==> src/rtl/poly_add_ctrl.sv <==
// poly_add_ctrl: sequencer for polynomial addition C[k] = (A[k] + B[k]) mod q.
// It reads coefficient pairs from a dual-read memory, streams them into an
// external two-stage mod_add pipeline, and writes the results back in issue
// order with tracked addresses.
//
// Ports:
//   clk, rst_n          clock (rising edge), asynchronous active-low reset
//   start_i, hold_i     job start (accepted only in IDLE), read-issue pause
//   busy_o, done_o      job in progress, one-cycle completion pulse
//   rd_en_o, rd_addr_o  coefficient read request (same address for A and B)
//   rd_data_a/b_i       coefficient read data, MEM_LAT cycles after rd_en_o
//   add_op1/2_o         operands to mod_add (pass-through of read data)
//   add_valid_o         operand valid to mod_add (rd_en_o delayed MEM_LAT)
//   add_result_i/valid  result stream from mod_add
//   wr_en/addr/data_o   registered result write port
//
// state | meaning
// IDLE  | waiting for start_i; mod_add results are ignored
// RUN   | issuing one read per non-held cycle, addresses 0..N_COEFF-1
// DRAIN | all reads issued; waiting for the remaining results to be written
// DONE  | done_o high for one cycle, then back to IDLE
module poly_add_ctrl #(
    parameter int N_COEFF = 256,
    parameter int ADDR_W  = 8,
    parameter int MEM_LAT = 1,
    parameter int ADD_LAT = 2
) (
    input  logic              clk,
    input  logic              rst_n,
    input  logic              start_i,
    input  logic              hold_i,
    output logic              busy_o,
    output logic              done_o,
    output logic              rd_en_o,
    output logic [ADDR_W-1:0] rd_addr_o,
    input  logic [11:0]       rd_data_a_i,
    input  logic [11:0]       rd_data_b_i,
    output logic [11:0]       add_op1_o,
    output logic [11:0]       add_op2_o,
    output logic              add_valid_o,
    input  logic [11:0]       add_result_i,
    input  logic              add_valid_i,
    output logic              wr_en_o,
    output logic [ADDR_W-1:0] wr_addr_o,
    output logic [11:0]       wr_data_o
);

    // One extra bit so that N_COEFF itself is representable.
    localparam int CNT_W = ADDR_W + 1;
    // Wide enough for every transaction that can sit between a read and its write.
    localparam int IF_W  = $clog2(MEM_LAT + ADD_LAT + 2) + 1;

    localparam logic [CNT_W-1:0] LAST_RD = CNT_W'(N_COEFF - 1);
    localparam logic [CNT_W-1:0] N_CNT   = CNT_W'(N_COEFF);

    typedef enum logic [1:0] {
        IDLE  = 2'd0,
        RUN   = 2'd1,
        DRAIN = 2'd2,
        DONE  = 2'd3
    } state_t;

    state_t             state;
    logic [CNT_W-1:0]   rd_cnt;
    logic [CNT_W-1:0]   wr_cnt;
    logic [IF_W-1:0]    infl_cnt;
    logic [MEM_LAT-1:0] rd_vld_dly;
    logic               accept;

    assign add_op1_o   = rd_data_a_i;
    assign add_op2_o   = rd_data_b_i;
    assign add_valid_o = rd_vld_dly[MEM_LAT-1];

    // Results are only taken while a job is active, so stale pipeline
    // contents left over from an abandoned job never reach memory.
    assign accept = add_valid_i && ((state == RUN) || (state == DRAIN));

    always_ff @(posedge clk or negedge rst_n) begin
        if (!rst_n) begin
            state      <= IDLE;
            rd_cnt     <= '0;
            wr_cnt     <= '0;
            infl_cnt   <= '0;
            rd_vld_dly <= '0;
            busy_o     <= 1'b0;
            done_o     <= 1'b0;
            rd_en_o    <= 1'b0;
            rd_addr_o  <= '0;
            wr_en_o    <= 1'b0;
            wr_addr_o  <= '0;
            wr_data_o  <= '0;
        end else begin
            rd_en_o <= 1'b0;
            wr_en_o <= 1'b0;
            done_o  <= 1'b0;

            rd_vld_dly[0] <= rd_en_o;
            for (int i = 1; i < MEM_LAT; i++) begin
                rd_vld_dly[i] <= rd_vld_dly[i-1];
            end

            if (accept) begin
                wr_en_o   <= 1'b1;
                wr_addr_o <= wr_cnt[ADDR_W-1:0];
                wr_data_o <= add_result_i;
                wr_cnt    <= wr_cnt + CNT_W'(1);
            end

            // Simultaneous issue and retire leaves the count unchanged.
            if (rd_en_o && !accept) begin
                infl_cnt <= infl_cnt + IF_W'(1);
            end else if (!rd_en_o && accept) begin
                infl_cnt <= infl_cnt - IF_W'(1);
            end

            case (state)
                IDLE: begin
                    busy_o <= 1'b0;
                    if (start_i) begin
                        state    <= RUN;
                        rd_cnt   <= '0;
                        wr_cnt   <= '0;
                        infl_cnt <= '0;
                    end
                end
                RUN: begin
                    busy_o <= 1'b1;
                    if (!hold_i) begin
                        rd_en_o   <= 1'b1;
                        rd_addr_o <= rd_cnt[ADDR_W-1:0];
                        rd_cnt    <= rd_cnt + CNT_W'(1);
                        if (rd_cnt == LAST_RD) begin
                            state <= DRAIN;
                        end
                    end
                end
                DRAIN: begin
                    if ((wr_cnt == N_CNT) && (infl_cnt == '0)) begin
                        busy_o <= 1'b0;
                        done_o <= 1'b1;
                        state  <= DONE;
                    end else begin
                        busy_o <= 1'b1;
                    end
                end
                DONE: begin
                    busy_o <= 1'b0;
                    state  <= IDLE;
                end
                default: begin
                    busy_o <= 1'b0;
                    state  <= IDLE;
                end
            endcase
        end
    end

endmodule

==> config.mk <==
export PLATFORM = sky130hd
export DESIGN_NAME = poly_add_ctrl
export DESIGN_NICKNAME = d
export VERILOG_FILES = /design/src/rtl/poly_add_ctrl.sv
export SDC_FILE = /design/constraint.sdc
export NUM_CORES = 1
export LEC_CHECK = 0
export CAP_MARGIN = 30
export CORE_ASPECT_RATIO = 1.4
export CORE_MARGIN = 2
export CORE_UTILIZATION = 35
export CTS_CLUSTER_SIZE = 20
export DETAILED_ROUTE_END_ITERATION = 10
export GPL_TIMING_DRIVEN = 0
export PLACE_DENSITY = 0.67
export SETUP_SLACK_MARGIN = 0.3
export SYNTH_ARGS = -nofsm -noshare
export SYNTH_HDL_FRONTEND = slang
export SYNTH_SLANG_ARGS = --single-unit
==> constraint.sdc <==
create_clock -name clk -period 2 [get_ports clk]
set_input_delay 0.4 -clock clk [delete_from_list [all_inputs] [get_ports clk]]
set_output_delay 0.4 -clock clk [all_outputs]
set_load 0.01 [all_outputs]
== After elaboration in Yosys (flattened, before gate mapping) ==
Cells that the tools add are included.
Storage, ports and cells
  flip-flop bits (word level): 57
  input port bits: 41
  output and inout bits: 57
  logic and storage cells: 62
Operators by class
  add/sub/neg operators: 4
  eq/ne operators: 9
  muxes and demuxes: 22
  bitwise gates (word level): 1
  reduce and logical (&&, ||, !) cells: 14
Operator list (number)
  $mux 9: 5
  $add 9x1->9 const B: 2
  $pmux 9 s2: 1
  $mux 4: 4
  $eq 9x8->1 const B: 1
  $eq 9x9->1 const B: 1
  $mux 2: 4
  $pmux 2 s4: 1
  $mux 1: 6
  $add 4x1->4 const B: 1
  $eq 2x2->1 const B: 2
  $logic_and 1x1->1: 4
  $logic_not 4->1: 1
  $ne 2x1->1 const B: 2
  $ne 2x2->1 const B: 2
  $reduce_and 4->1: 1
  $sub 4x1->4 const B: 1
  $pmux 1 s3: 1
  $reduce_and 3->1: 1
  $eq 2x1->1 const B: 1
  $logic_not 1->1: 2
  $logic_not 2->1: 1
  $reduce_and 2->1: 1
  $reduce_bool 2->1: 1
  3 further kinds: 3

== Logic depth before layout (Yosys ltp) ==
Gate-level depths: netlist (run 1).
  word-level depth: 8
  depth in mapped cells: 8
  mapped depth without buffers: 8

== Least setup slack after synthesis (run 1) ==
OpenSTA, ideal clock, no wires.
  kind: flip-flop to flip-flop
  start: reg state[0]
  end: reg state[1]
  library setup time: 0.128 ns
  data arrival time: 1.579 ns
  required time: 1.872 ns
  path slack: 0.293 ns
  stages on the path, launching flop included: 8
  path buffers: 1
  clock period less this slack: 1.707 ns
  path through: dfrtp_1 > inv_1 > ha_1 > nor2b_2 > buf_6 > a21o_1 > a21oi_2 > mux2_1
On the way
  cells in the longest elaborated chain, start to end: 3
  elaborated cells between the ends (all ways): 10
  those cells by class: eq/ne: 7; mux: 1; reduce/logical: 2
RTL lines
  start: declaration: RTL line 63  | state_t state;
  start signal: assignment: RTL line 80  | state <= IDLE;
  start signal: assignment: RTL line 120  | state <= RUN;
  start signal: assignment: RTL line 133  | state <= DRAIN;
  $eq 2x2->1 (tied with other cells): RTL line 116  | case (state)
  $ne 2x1->1 (no line) / $ne 2x2->1 (equally long branches)
  $reduce_and 4->1 (no line)
Several ways; a longest one is shown, not always the timed one.
A chain may end at the register's enable or synchronous reset.

== Worst setup path after layout (run 1) ==
  start: reg rd_cnt[0]
  end: reg state[1]
On the way
  cells in the longest elaborated chain, start to end: 3
RTL lines
  start: declaration: RTL line 64  | logic [CNT_W-1:0] rd_cnt;
  start signal: assignment: RTL line 131  | rd_cnt <= rd_cnt + CNT_W'(1);
  $eq 9x8->1: RTL line 132  | if (rd_cnt == LAST_RD) begin
  $ne 2x1->1 (no line)
  $reduce_and 4->1 (no line)
  end signal: assignment: RTL line 133
  end signal: assignment: RTL line 141  | state <= DONE;
  end signal: assignment: RTL line 148  | state <= IDLE;
No other way between the ends.

==> results.ini, run 1 <==
[worst_setup_path]
cp-start-kind = register
worst_r2r_startpoint = rd_cnt[0]
endpoint_kind = register
critPathMaxFanout = 3
worstSetupPathType = reg2reg
worstPathArrival_ps = 1970
crit_path_start = rd_cnt[0]
cp.required_ps = 2200

[final_layout]
fin_area_sq_um = 4337
drive_gt1_share_pct = 23.10
instances_no_fill = 509
syn2layout_area_growth_pct = 50.04
fill_cells = 768
postLayoutCoreUtil_pct = 53.54
num_antenna_cells = 0
final_nets = 455

[logic_synthesis]
synthSimpleGateAreaFrac_pct = 22.21
synth_area_sq_um = 2890
synth_most_common_cell = nand2_1
synth_area_leaders = dfrtp_1 49%, nand2_1 11%, buf_4 6.2%, ha_1 4.8%, xnor2_1 3.6%
synth-compound-area-share_pct = 7.316
synth_cell_types = 42
synth_top_area_cell = dfrtp_1
seq_area_frac_synth_pct = 49.35
synthDominantCellAreaShare_pct = 49.35
synth_ff_type = dfrtp_1
yosysWarnings = 0
synthXorXnorAreaFrac_pct = 5.152
netlist_top_cells_count = 88 x nand2_1, 57 x dfrtp_1, 24 x buf_4
synth_edf_count = 0
ys_seq_elements = 57
synth_top_family_by_area = simple AND/OR/NAND/NOR gates
synth_nets = 355
syn-mean-instance-area_sq_um = 9.539
syn_inst = 303
synthArstFlopShare_pct = 100.0
synthMuxAreaShare_pct = 1.429
yosys.area_share.adder_pct = 4.762

[routing]
firstDrtPassIters = 4
ant_nets = 0
drt_iter0_drc = 89
vias = 2381
wl_per_cell_um = 12.96
drc = 0
routed_wl_um = 6596
viasPerCell = 4.678

[power]
p_leak_nw = 2.003
power_density_nw_per_um2 = 1322
peakVddDrop_v = 0.0007658
p_total_mw = 5.734

[grt]
grt_pass1_vias = 2443
grt_max_degree = 33
antenna_found_initial = 0
overflow = 0
grt_pass1_wl_um = 10940
grt_use_total_pct = 15.61

[timing]
period_needed_ps = 1763
timing_hold_violations_final = 0
slew-limit-headroom_pct = 59.04
slew_viol_final = 0
setup_viol = 0
whs_ps = 90.92
rsz0062_at_grt = true
final.setup.tns_ps = 0
setup_ws_ps = 236.7
period_share_pct = 88.17
worstMarginPinSlew_ps = 614.5
fmax_mhz = 567.1
clock-skew-final_ps = 6.446

[clock_network]
clk_latency_ps = 320
clockBufferDepth = 2
ctsRootBufferMaster = clkbuf_16
cts_tree = done
clkSlewWorstSetupHoldPaths_ps = 50
cts_hold_buf = 0
cts_sinks = 57
cts.htree.levels = 3
numCtsBuffers = 9

[placed_design]
dp_slack_ps = -121.6
portBuffers = 72
hpwl_um = 4650
post-place-cells = 478
placed_area_sq_um = 3756
gp_congestion = 0.7966

[flow_run]
maxCapViolations = 0

[floorplan]
die_w_um = 80.80
dieArea_sq_um = 9011
start_util_pct = 35.68
row_count = 39
core_area_sq_um = 8100
ios = 98
die_h_um = 111.5

[run_status]
status = completed

[hold_path]
hold_path_class = in2async

## repair_timing
action | CTS | global route
endpoints found under the hold margin | 0 | 0
resized for setup | 14 | 18
pin swaps | 2 | 12
setup endpoints to repair | 34 | 22
buffers inserted | 7 | 9
cloned | 0 | 0
## flip-flops by register name (all words and copies together), names as in the netlist
signal,flops
rd_en_o,1
wr_data_o,12
wr_cnt,9
rd_addr_o,8
busy_o,1
done_o,1
infl_cnt,4
wr_en_o,1
wr_addr_o,8
state,2
rd_cnt,9
add_valid_o,1
## metal layers
layer  track usage (%)  part of all wire (%)  vias to the layer above
met4             6.328                   1.6                        0
met3             4.619                   5.0                        9
met1             18.69                    41                     1129
li1                  -                     -                     1167
met2             25.84                    53                       76
met5                 0                     0                        -
## cell type report
cell class,instances,area [sq um],area share (%)
inverters,12,51.30,1.183
repair buffers,89,855.8,19.73
clock buffers,10,239.0,5.511
well taps,102,127.6,2.943
plain buffers,34,245.2,5.655
flip-flops and latches,57,1429,32.95
clock inverters,5,103.9,2.395
multi-input cells,200,1285,29.63
## cells in the final DEF, fill, tap and decap left out, types with 4 or more instances in the layout
master,Yosys,final
a2111oi_4,1,4
buf_2,4,4
buf_4,24,42
clkbuf_16,0,9
clkdlybuf4s50_1,0,71
dfrtp_1,57,55
ha_1,11,7
inv_1,11,6
inv_2,0,4
nand2_1,88,87
nand3_1,5,4
nand4_1,7,7
nor2_1,21,19
o21ai_0,6,6
xnor2_1,12,12
xor2_1,5,5
## worst max-delay path, stage by stage (launching register included)
cell	delay, ps
dfrtp_2	360
ha_2	200
nand3_2	70
nor2_2	140
ha_2	180
nand2b_1	50
a21o_1	180
a21oi_2	160
mux2_4	310
## cell families (layout without fill, tap and decap cells)
group | Yosys count | in the layout
AOI/OAI and AO/OA | 25 | 25
xor gates and xnor gates | 17 | 17
adders and majority gates | 11 | 11
buffers and inverters | 46 | 150
DFF | 57 | 57
muxes | 4 | 4
and+or+nand+nor | 143 | 143
## worst paths after layout
path / to / slack [ps] / cells past startpoint
setup reg to reg: state[1] / 240 / 8
setup / recovery: state[1] / 240 / 8
hold reg to reg: rd_addr_o[0] / 470 / 2
max in group asynchronous: add_valid_o / 1320 / 2
hold / removal: wr_data_o[3] / 90 / 1
min in group clk: rd_cnt[0] / 460 / 4
## where the power goes
part / internal, mW / switching, mW / total [mW] / leakage, nW
sequential: 1.47 / 0.211 / 1.68 / 0.751
clock: 1.24 / 0.511 / 1.75 / 0.169
combinational: 1.15 / 1.15 / 2.30 / 1.08
total: 3.86 / 1.87 / 5.73 / 2.00
No activity file was read; power rests on OpenSTA's default activity.
==> inputs of run 2 (changes only) <==
Settings changed: SLEW_MARGIN set to 20.
==> results.ini, run 2 (synthesized netlist as in run 1, its figures left out) <==
[power]
power_frac_seq_pct = 30.6
p_switching_mw = 1.883
p_int_mw = 3.580
swShare_pct = 34.47
combPwrFrac_pct = 43.7
power_density_nw_per_um2 = 1261
p_leak_nw = 2.020
peakVddDrop_v = 0.0007761
p_clk_share_pct = 25.7

[final_layout]
layout_commonest_cell = nand2_1
multi_input_area_sq_um = 1308
reg_top3 = wr_data_o: 12 flops, rd_cnt: 9 flops, wr_cnt: 9 flops
final_nets = 459
fill_cells = 756
num_antenna_cells = 0
regArea_sq_um = 1429
instances_no_fill = 514
regMostFlops = wr_data_o
drive_gt1_share_pct = 23.54
syn2layout_area_growth_pct = 49.87
layout_common_cells = 87 x nand2_1, 70 x clkdlybuf4s50_1, 55 x dfrtp_1
largest_reg_flops = 12

[timing]
period_needed_ps = 1754
worstMarginPinSlew_ps = 366.0
clock-skew-final_ps = 4.413
rsz0062_at_grt = true
period_share_pct = 87.68
whs_ps = 428.7
fmax_mhz = 570.3
slew-limit-headroom_pct = 75.60
slew_viol_final = 0
timing_hold_violations_final = 0
setup_viol = 0
setup_ws_ps = 246.4

[placed_design]
portBuffers = 72
dp_slack_ps = -121.2
post-place-cells = 478
hpwl_um = 4477
gp_congestion = 0.7966

[worst_setup_path]
critPathMaxFanout = 2
slowest_stage = dfrtp_1
cpMostUsedCell = ha_2
cp-start-kind = register
crit_chain = ha_2, nand3_2, nor2_4, ha_2, nand2b_1, a21o_1, a21oi_2, mux2_4
reg2reg_slack_ps = 250
endpoint_kind = register
crit_family = adder cells
r2r-end = state[1]
worstSetupPathType = reg2reg
worst_path_largest_cell_delay_ps = 360
critPathBufInv = 0
worstPathArrival_ps = 1970
worst_r2r_startpoint = rd_cnt[1]
rr_worst_depth = 8
cp.required_ps = 2210

[routing]
viasPerCell = 4.693
vias = 2412
drt_iter0_drc = 72
routed_wl_um = 6551
drc = 0
ant_nets = 0
firstDrtPassIters = 4
wl_per_cell_um = 12.75

[flow_run]
maxCapViolations = 0

[floorplan]
core_area_sq_um = 8100
die_h_um = 111.5
row_count = 39
die_w_um = 80.80
ios = 98
start_util_pct = 35.68
dieArea_sq_um = 9011

[clock_network]
clockBufferDepth = 2
cts_sinks = 57
numCtsBuffers = 9
clk_latency_ps = 330
clkSlewWorstSetupHoldPaths_ps = 50
cts.htree.levels = 3
ctsRootBufferMaster = clkbuf_16
cts_tree = done

[run_status]
status = completed

[hold_path]
hold_path_class = in2async

[grt]
antenna_found_initial = 0
grt_max_degree = 56
grt_use_total_pct = 15.67
grt_pass1_vias = 2442
grt_pass1_wl_um = 10870
overflow = 0

## run 2: cell types whose count changed in the layout (fill, tap and decap cells not counted), moves of 2 or more
cell / before / now
buf_4: 42 / 45
bufinv_16: 3 / 0
clkinv_2: 1 / 4
nor2_2: 2 / 0
nor2_4: 0 / 2
## run 2: power groups by stage
stage          Clock [mW]  Sequential (mW)  Combinational (mW)
4_1_cts              1.44             1.68                2.22
3_5_place_dp            0             1.71                1.97
5_1_grt              1.49             1.71                2.63
2_1_floorplan           0             1.76                1.11
6_report             1.40             1.67                2.39
3_3_place_gp            0             1.69                1.92
## run 2: worst register-to-register path, cell delays in order (launching register included)
cell	delay, ps
dfrtp_1	360
ha_2	200
nand3_2	80
nor2_4	140
ha_2	180
nand2b_1	50
a21o_1	170
a21oi_2	150
mux2_4	310
## run 2: layer usage
metal / routed length, um / up-vias / GRT usage [%] / part of all wire, %
met5: 0 / - / 0 / 0
met4: 182 / 0 / 8.814 / 2.8
met3: 330 / 13 / 4.619 / 5.0
met2: 3399 / 74 / 25.84 / 52
met1: 2638 / 1143 / 17.73 / 40
li1: - / 1182 / - / -
## run 2: worst max path at each step
stage                      from      endpoint  slack [ps]  cells past startpoint
floorplan             rd_cnt[0]      state[1]         340                      8
global placement          rst_n   add_valid_o       -1350                      1
detailed placement  add_valid_i  wr_addr_o[7]        -120                      6
CTS                   rd_cnt[1]      state[1]         260                      8
global route          rd_cnt[3]      state[1]         190                      7
finish                rd_cnt[1]      state[1]         250                      8
## run 2: timing repair
item	CTS	global route
setup buffers	10	9
hold buffers	1	0
endpoints found under the setup margin	46	26
endpoints found under the hold margin	2	0
gates resized for setup	21	17
pin swaps	9	7
## run 2: final cells by class
class | instances | share of cell area [%]
multi-input cells | 200 | 30.18
clock inverters | 3 | 0.3466
inverters | 12 | 1.127
plain buffers | 34 | 5.690
clock buffers | 13 | 6.008
well taps | 102 | 2.946
repair buffers | 93 | 20.71
flip-flops and latches | 57 | 32.99
## run 2: metrics by stage
step                util [%]  TNS (ps)  instance area (sq um)  power [mW]
detailed placement     46.49    -921.4                   3766       3.674
global route           53.48         0                   4332       5.836
finish                 53.48         0                   4332       5.463
CTS                    52.02         0                   4214       5.334
global placement       46.18    -77320                   3741       3.615
floorplan                  -         0                   2893       2.870
